`src/rtl/mux_scan_reg.sv`:
```
// mux_scan_reg: registered NCH-channel, W-bit multiplexer with a valid/ready
// output handshake, an auto-scan mode and out-of-range select detection.
//
// Ports:
//   CLK        clock, rising edge
//   RST_N      asynchronous active-low reset
//   ENA        capture enable
//   MODE       0 = manual select, 1 = auto-scan
//   Sel        manual channel select
//   Ch_Mask    scan-mode channel enables (bit i = channel i)
//   IN         channel data, channel i = IN[i*W +: W]
//   OUT_READY  downstream accepts the current beat
//   OUT_VALID  Output/Out_Ch hold a valid beat
//   Output     captured data
//   Out_Ch     channel index of the captured data
//   SEL_ERR    one-cycle pulse: manual Sel >= NCH on a capture attempt
module mux_scan_reg #(
  parameter int NCH   = 8,
  parameter int W     = 8,
  parameter int DWELL = 4,
  localparam int SELW = (NCH > 1) ? $clog2(NCH) : 1
) (
  input  logic              CLK,
  input  logic              RST_N,
  input  logic              ENA,
  input  logic              MODE,
  input  logic [SELW-1:0]   Sel,
  input  logic [NCH-1:0]    Ch_Mask,
  input  logic [NCH*W-1:0]  IN,
  input  logic              OUT_READY,
  output logic              OUT_VALID,
  output logic [W-1:0]      Output,
  output logic [SELW-1:0]   Out_Ch,
  output logic              SEL_ERR
);

  localparam int DW = (DWELL > 1) ? $clog2(DWELL) : 1;

  logic [W-1:0]    data_q, data_d;
  logic [SELW-1:0] ch_q, ch_d;
  logic            valid_q, valid_d;
  logic            sel_err_q, sel_err_d;
  logic [SELW-1:0] ptr_q, ptr_d;
  logic [DW-1:0]   dwell_q, dwell_d;
  logic            mode_q;

  logic            mode_chg;
  logic            slot_free;
  logic            attempt;
  logic            sel_ok;
  logic            capture;
  logic [SELW-1:0] scan_ch;
  logic [SELW-1:0] cap_ch;

  // First set mask bit strictly after 'start', wrapping; with a single set
  // bit equal to 'start' the full-circle offset returns 'start' itself.
  function automatic logic [SELW-1:0] next_set(input logic [NCH-1:0] mask,
                                               input logic [SELW-1:0] start);
    logic [SELW-1:0] res;
    int idx;
    res = start;
    // Walk offsets from far to near so the nearest set bit is written last.
    for (int k = NCH; k >= 1; k--) begin
      idx = int'(start) + k;
      if (idx >= NCH) idx = idx - NCH;
      if (mask[idx]) res = SELW'(idx);
    end
    return res;
  endfunction

  always_comb begin
    mode_chg  = (MODE != mode_q);
    slot_free = !valid_q || OUT_READY;
    attempt   = ENA && slot_free && !mode_chg;
    sel_ok    = (int'(Sel) < NCH);
    scan_ch   = Ch_Mask[ptr_q] ? ptr_q : next_set(Ch_Mask, ptr_q);
    cap_ch    = MODE ? scan_ch : Sel;
    capture   = attempt && (MODE ? (|Ch_Mask) : sel_ok);

    data_d    = data_q;
    ch_d      = ch_q;
    valid_d   = valid_q && !OUT_READY;
    sel_err_d = attempt && !MODE && !sel_ok;
    ptr_d     = ptr_q;
    dwell_d   = dwell_q;

    if (capture) begin
      data_d  = IN[int'(cap_ch)*W +: W];
      ch_d    = cap_ch;
      valid_d = 1'b1;
    end

    // A mode change restarts the scan from channel 0 (lowest set bit).
    if (mode_chg) begin
      ptr_d   = '0;
      dwell_d = '0;
    end else if (capture && MODE) begin
      if (dwell_q == DW'(DWELL - 1)) begin
        dwell_d = '0;
        ptr_d   = next_set(Ch_Mask, scan_ch);
      end else begin
        dwell_d = dwell_q + 1'b1;
        ptr_d   = scan_ch;
      end
    end
  end

  always_ff @(posedge CLK or negedge RST_N) begin
    if (!RST_N) begin
      data_q    <= '0;
      ch_q      <= '0;
      valid_q   <= 1'b0;
      sel_err_q <= 1'b0;
      ptr_q     <= '0;
      dwell_q   <= '0;
      mode_q    <= 1'b0;
    end else begin
      data_q    <= data_d;
      ch_q      <= ch_d;
      valid_q   <= valid_d;
      sel_err_q <= sel_err_d;
      ptr_q     <= ptr_d;
      dwell_q   <= dwell_d;
      mode_q    <= MODE;
    end
  end

  assign OUT_VALID = valid_q;
  assign Output    = data_q;
  assign Out_Ch    = ch_q;
  assign SEL_ERR   = sel_err_q;

endmodule

```
`config.mk`:
```
export PLATFORM = sky130hd
export DESIGN_NAME = mux_scan_reg
export DESIGN_NICKNAME = d
export VERILOG_FILES = /design/src/rtl/mux_scan_reg.sv
export SDC_FILE = /design/constraint.sdc
export NUM_CORES = 1
export LEC_CHECK = 0
export CAP_MARGIN = 5
export CORE_ASPECT_RATIO = 0.6
export CORE_MARGIN = 8
export CORE_UTILIZATION = 48
export CTS_CLUSTER_DIAMETER = 150
export CTS_CLUSTER_SIZE = 8
export DETAILED_ROUTE_END_ITERATION = 8
export PLACE_DENSITY_LB_ADDON = 0.3
export SYNTH_ARGS = -nofsm -noshare
export SYNTH_HDL_FRONTEND = slang
export SYNTH_SLANG_ARGS = --single-unit
```
`constraint.sdc`:
```
create_clock -name CLK -period 6.4 [get_ports CLK]
set_input_delay 0.64 -clock CLK [delete_from_list [all_inputs] [get_ports CLK]]
set_output_delay 0.64 -clock CLK [all_outputs]
set_load 0.02 [all_outputs]
```
* Word-level counts from Yosys, hierarchy flattened
Cells that the tools add are included.
** Word-level totals
- Register bits :: 18
- Bits of input ports :: 80
- Output and inout bits :: 13
** Cells by class
- Shift-type cells :: 1
- Mux-type cells :: 116
- Reductions and logical operators :: 11
- $add $sub $neg :: 33
- Eq/ne operators :: 2
- Magnitude comparators :: 33
** Operators with widths (count)
- $mux 32 :: 40
- $lt 32x5->1 const B :: 16
- $sub 4x4->5 const B :: 14
- $shiftx 64x7->8 :: 1
- $mux 3 :: 21
- $ge 4x4->1 const B :: 14
- $bmux 1 s3 :: 17
- $mux 1 :: 35
- $add 3x3->4 const B :: 8
- $add 3x2->4 const B :: 4
- $sub 5x4->6 const B :: 2
- $add 3x4->5 const B :: 2
- $ge 5x4->1 const B :: 2
- $add 3x1->4 const B :: 2
- $reduce_or 8->1 :: 1
- $mux 2 :: 3
- $logic_and 1x1->1 :: 5
- $lt 3x4->1 const B :: 1
- $logic_not 1->1 :: 3
- $add 2x1->2 const B :: 1
- $eq 2x2->1 const B :: 1
- $reduce_bool 2->1 :: 1
- $logic_or 1x1->1 :: 1
- $ne 1x1->1 :: 1

* Logic depth before layout (Yosys ltp)
- Depth in word-level cells :: 35
- Mapped depth :: 21
- Gate-level depth less buffers :: 17

* Worst setup path after synthesis
No wires, ideal clock.
- Kind :: register to register
- Start :: reg ptr_q[1]
- End :: reg ptr_q[0]
- Data arrival time :: 4985 ps
- Clock period less this slack :: 5106 ps
- Slack :: 1294 ps
- Cell stages (with the launch flop) :: 21
- Path through :: dfrtp_1 > buf_2 > buf_4 > inv_1 > ha_1 > buf_2 > mux4_2 > mux2_2 > nand3b_1 > a41o_1 > o21a_2 > nor3_2 > buf_2 > ha_1 > inv_1 > xnor2_1 > and3_1 > nor4_2 > a2111oi_2 > or4_1 > a32o_1
** Between the ends
- Longest elaborated chain between the ends :: 35
- Elaborated cells between the ends (all ways) :: 158
- Those cells by class :: add/sub (32); order compare (16); mux (110)
** RTL lines
- start, declared :: line 43 : logic [SELW-1:0] ptr_q, ptr_d;
- start signal, assigned :: line 122 : ptr_q <= ptr_d;
- $add 3x4->5 :: line 64 : idx = int'(start) + k;
- $sub 5x4->6 / $ge 5x4->1 (equally long branches) :: line 65 : if (idx >= NCH) idx = idx - NCH;
- $mux 32 :: line 65
- $bmux 1 s3 :: line 66 : if (mask[idx]) res = SELW'(idx);
- $mux 1 (implied by the code) (2 in series) :: line 66
- $mux 3 (8 in series) :: line 66
- $mux 3 (*) :: line 76 : scan_ch = Ch_Mask[ptr_q] ? ptr_q : next_set(Ch_Mask, ptr_q);
- $add 3x4->5 :: line 64
- [3 not listed]
- $mux 32 :: line 97 : end else if (capture && MODE) begin
- $mux 32 :: line 94 : if (mode_chg) begin
- $bmux 1 s3 :: line 66
- $mux 1 (implied by the code) (2 in series) :: line 66
- $mux 3 (8 in series) :: line 66
- $mux 3 (*) :: line 98 : if (dwell_q == DW'(DWELL - 1)) begin
- $mux 3 (*) :: line 97
- $mux 3 (*) :: line 94
Every way passes the cells marked *; elsewhere a longest branch is shown, timed or not. The select of a mux whose other input is x is not followed.
A chain may end at the register's enable or synchronous reset.

* Final worst setup path
- Start :: in Ch_Mask[2]
- End :: reg ptr_q[0]
** Between the ends
- Longest elaborated chain between the ends :: 32
- Elaborated cells between the ends (all ways) :: 131
- Those cells by class :: add/sub (16); order compare (8); mux (103); reduce/logical (4)
** RTL lines
- start, declared :: line 28 : input logic [NCH-1:0] Ch_Mask,
- $bmux 1 s3 :: line 66
- $mux 1 (implied by the code) (2 in series) :: line 66
- $mux 3 (8 in series) :: line 66
- $mux 3 :: line 76
- $add 3x4->5 :: line 64
- $sub 5x4->6 / $ge 5x4->1 (equally long branches) :: line 65
- $mux 32 :: line 65
- $mux 32 :: line 98
- $mux 32 :: line 97
- $mux 32 :: line 94
- $bmux 1 s3 :: line 66
- $mux 1 (implied by the code) (2 in series) :: line 66
- $mux 3 (8 in series) :: line 66
- $mux 3 :: line 98
- $mux 3 :: line 97
- $mux 3 :: line 94
Parallel ways exist; a longest one is shown, timed or not. The select of a mux whose other input is x is not followed.

==> impl_metrics.toml <==
[logic_synthesis]
synthArstFlopShare = 1.00
synth_cells = 446
netlist-cell-type-count = 74
synth-main-ff-cell = "dfrtp_1"
synth_edf_count = 0
avgSynthCellArea_um2 = 7.53
syn_nets = 531
synth-seq-area-share = 0.134
ys_seq_elements = 18
yosys_warnings = 0
netlist_area_um2 = 3360

[flow_run]
maxCapViolCount = 0

[floorplanning]
die_h_um = 80.8
io_pins = 93
die_w_um = 124
coreArea_um2 = 6730
rows = 23
initial_utilization = 0.499
dieArea_um2 = 10000

[timing]
setup_slack_ns = 0.691
slew_violations = 0
post-route-period-util = 0.892
max_freq_mhz = 175
max-slew-margin-rel = 0.341
holdWs_ns = 0.503
min_period_ns = 5.71
finalSetupTns_ns = 0
hold_viol_final = 0
worst_slew_pin_slew_ns = 0.989
clock_skew_ns = 0.00193
rsz0062_at_grt = "false"
finalSetupViolCount = 0

[detailed_routing]
drt-total-wl_mm = 11.8
wl_per_cell_um = 19.5
dr.pass1.iters = 6
vias = 3928
drtAntennaViolNets = 0
drtIter0Drc = 524
drcViolationCount = 0
routed_via_density = 6.47

[pwr]
p_sw_w = 0.000824
ir_worst_vdd_v = 0.000330
seq_power_share = 0.103
pwr-share-comb = 0.812
p_sw_frac = 0.518
pwr-share-clk = 0.085
internal_power_w = 0.000767
power.density_nw_per_um2 = 362
power_w = 0.00159
p_leak_nw = 1.72

[worst_setup_path]
cp_top_family = "simple AND/OR/NAND/NOR gates"
worst-setup-path-type = "in -> reg"
arrival_ns = 5.84
max_stage_delay_ns = 0.72
cp_cell_sequence = "clkdlybuf4s50_1 > mux4_2 > mux2_2 > nand3b_1 > a41o_1 > o21a_2 > nor3_2 > buf_4 > ha_1 > inv_1 > xnor2_1 > and3_1 > nor4_2 > a2111oi_2 > or4_1 > a32o_1"
cp_max_fo = 15
path_buf_inv = 3
cp.required_ns = 6.53
critPathCaptureType = "register"
crit_slowest_cell = "clkdlybuf4s50_1"
critPathLaunchType = "input pin"

[cells_and_area]
multi_input_area_um2 = 2670
num-nets-final = 606
n_antenna_cell = 0
drive_gt1_frac = 0.113
fin_area_um2 = 4390
fillCellCount = 577
final_cell_mix = "clkdlybuf4s50_1 (91), nand2_1 (89), mux2i_1 (28)"
final_common_cell = "clkdlybuf4s50_1"
area_delta_synth_final_pct = 30.8
seqCellArea_um2 = 450

[clock_network]
path_clk_slew_ns = 0.05
cts_buffers = 3
clock_path_buffers = 2
post_cts_buffers = 0
cts_sinks = 18
clk-insertion-delay-late_ns = 0.24
cts_resized = 0
cts_max_level = 1
cts_tree = "done"
ctsRootBufferMaster = "clkbuf_16"
cts_hold_buf = 0

[placed_design]
port_buffers = 91
dp_hpwl_mm = 9.30
post-place-ws_ns = 0.572
placed_area_um2 = 4300
gp_congestion = 0.964

[status]
status = "finished clean"

[grt]
grt_util_all_layers = 0.232
grt_pass1_vias = 3487
grt_pass1_wl_mm = 18.8
overflow = 0
grt_max_degree = 33
grt_antenna_before_repair = 0

[hold_path]
worstHoldPathType = "reg -> reg"
==> cell type report <==
class                   count  share of cell area
clock buffers               4              0.0202
inverters                  12              0.0114
multi-input cells         380               0.608
flip-flops and latches     18               0.103
well taps                  87              0.0248
repair buffers            106               0.233
==> worst paths after layout <==
check                      slack [ns]  depth (start not counted)       start   endpoint
min reg2reg                      0.50                          2   Out_Ch[2]  Out_Ch[2]
max in group asynchronous        5.06                          1       RST_N  Output[0]
max                              0.69                         16  Ch_Mask[2]   ptr_q[0]
max reg2reg                      0.77                         17    ptr_q[1]   ptr_q[0]
min in group asynchronous        0.85                          1       RST_N  Out_Ch[1]
min                              0.50                          2   Out_Ch[2]  Out_Ch[2]
==> registers in the layout (all words and copies together) (netlist names) <==
name / flops
ptr_q: 3
mode_q: 1
OUT_VALID: 1
Out_Ch: 3
Output: 8
dwell_q: 2
==> per-stage QoR <==
step / instances / utilization
floorplan: 446 / -
global placement: 603 / 0.639
detailed placement: 603 / 0.639
CTS: 607 / 0.652
global route: 607 / 0.652
finish: 607 / 0.652
==> logic make-up after synthesis <==
group / Yosys count / synth area share
simple gates: 181 / 0.254
other cells: 1 / 0.00112
xor+xnor: 8 / 0.0231
buf+inv: 48 / 0.0719
mux: 55 / 0.223
compound gates: 130 / 0.274
flops: 18 / 0.134
fa+ha+maj: 5 / 0.0186
==> cells in the mapped netlist, drive strengths merged (2+ instances only) <==
library cell,count,area (um2)
mux4,14,319
o21ai,17,85.1
nand2b,2,12.5
nand2,89,334
a22oi,3,22.5
inv,12,50.1
or2,3,18.8
mux2,13,150
o2111ai,4,35.0
o22ai,6,37.5
and3,13,86.3
or3,2,12.5
ha,5,62.6
nand3,24,120
a221o,3,30.0
nor3,4,25.0
a21o,6,45.0
and2,3,18.8
nor4,2,18.8
a311oi,8,70.1
a21boi,2,15.0
nand4,2,12.5
dfrtp,18,450
xor2,3,26.3
a21oi,25,129
clkbuf,21,78.8
o21a,2,16.3
o31ai,4,30.0
a2111oi,5,50.0
a31o,2,17.5
nor2b,8,50.1
a31oi,15,93.8
nor2,22,82.6
xnor2,5,51.3
buf,15,113
mux2i,28,280
o221ai,3,26.3
o211ai,11,82.6
a311o,2,20.0
o32ai,2,17.5
==> layer usage <==
metal  share of wire  GRT usage
met1            0.46      0.363
met2            0.43      0.334
met3            0.11     0.0346
met4          0.0044     0.0213
met5               0          0
==> power by group through the flow <==
| stage | Combinational (W) | Clock (W) | Sequential, W |
|---|---|---|---|
| 6_report | 0.00129 | 0.000135 | 0.000164 |
| 5_1_grt | 0.00139 | 0.000143 | 0.000169 |
| 4_1_cts | 0.00126 | 0.000137 | 0.000164 |
| 3_5_place_dp | 0.00125 | 0 | 0.000166 |
| 3_3_place_gp | 0.00123 | 0 | 0.000164 |
| 2_1_floorplan | 0.000898 | 0 | 0.000194 |
==> worst reg2reg max path, cell delays in order (launching register included) <==
cell and delay (ns):
dfrtp_1 0.36, inv_1 0.15, ha_1 0.69, mux4_2 0.46, mux2_2 0.32, nand3b_1 0.17, a41o_1 0.31, o21a_2 0.27
nor3_2 0.47, buf_4 0.25, ha_1 0.25, inv_1 0.10, xnor2_1 0.21, and3_1 0.27, nor4_2 0.36, a2111oi_2 0.10
or4_1 0.50, a32o_1 0.27
(Power assumes the default switching activity.)
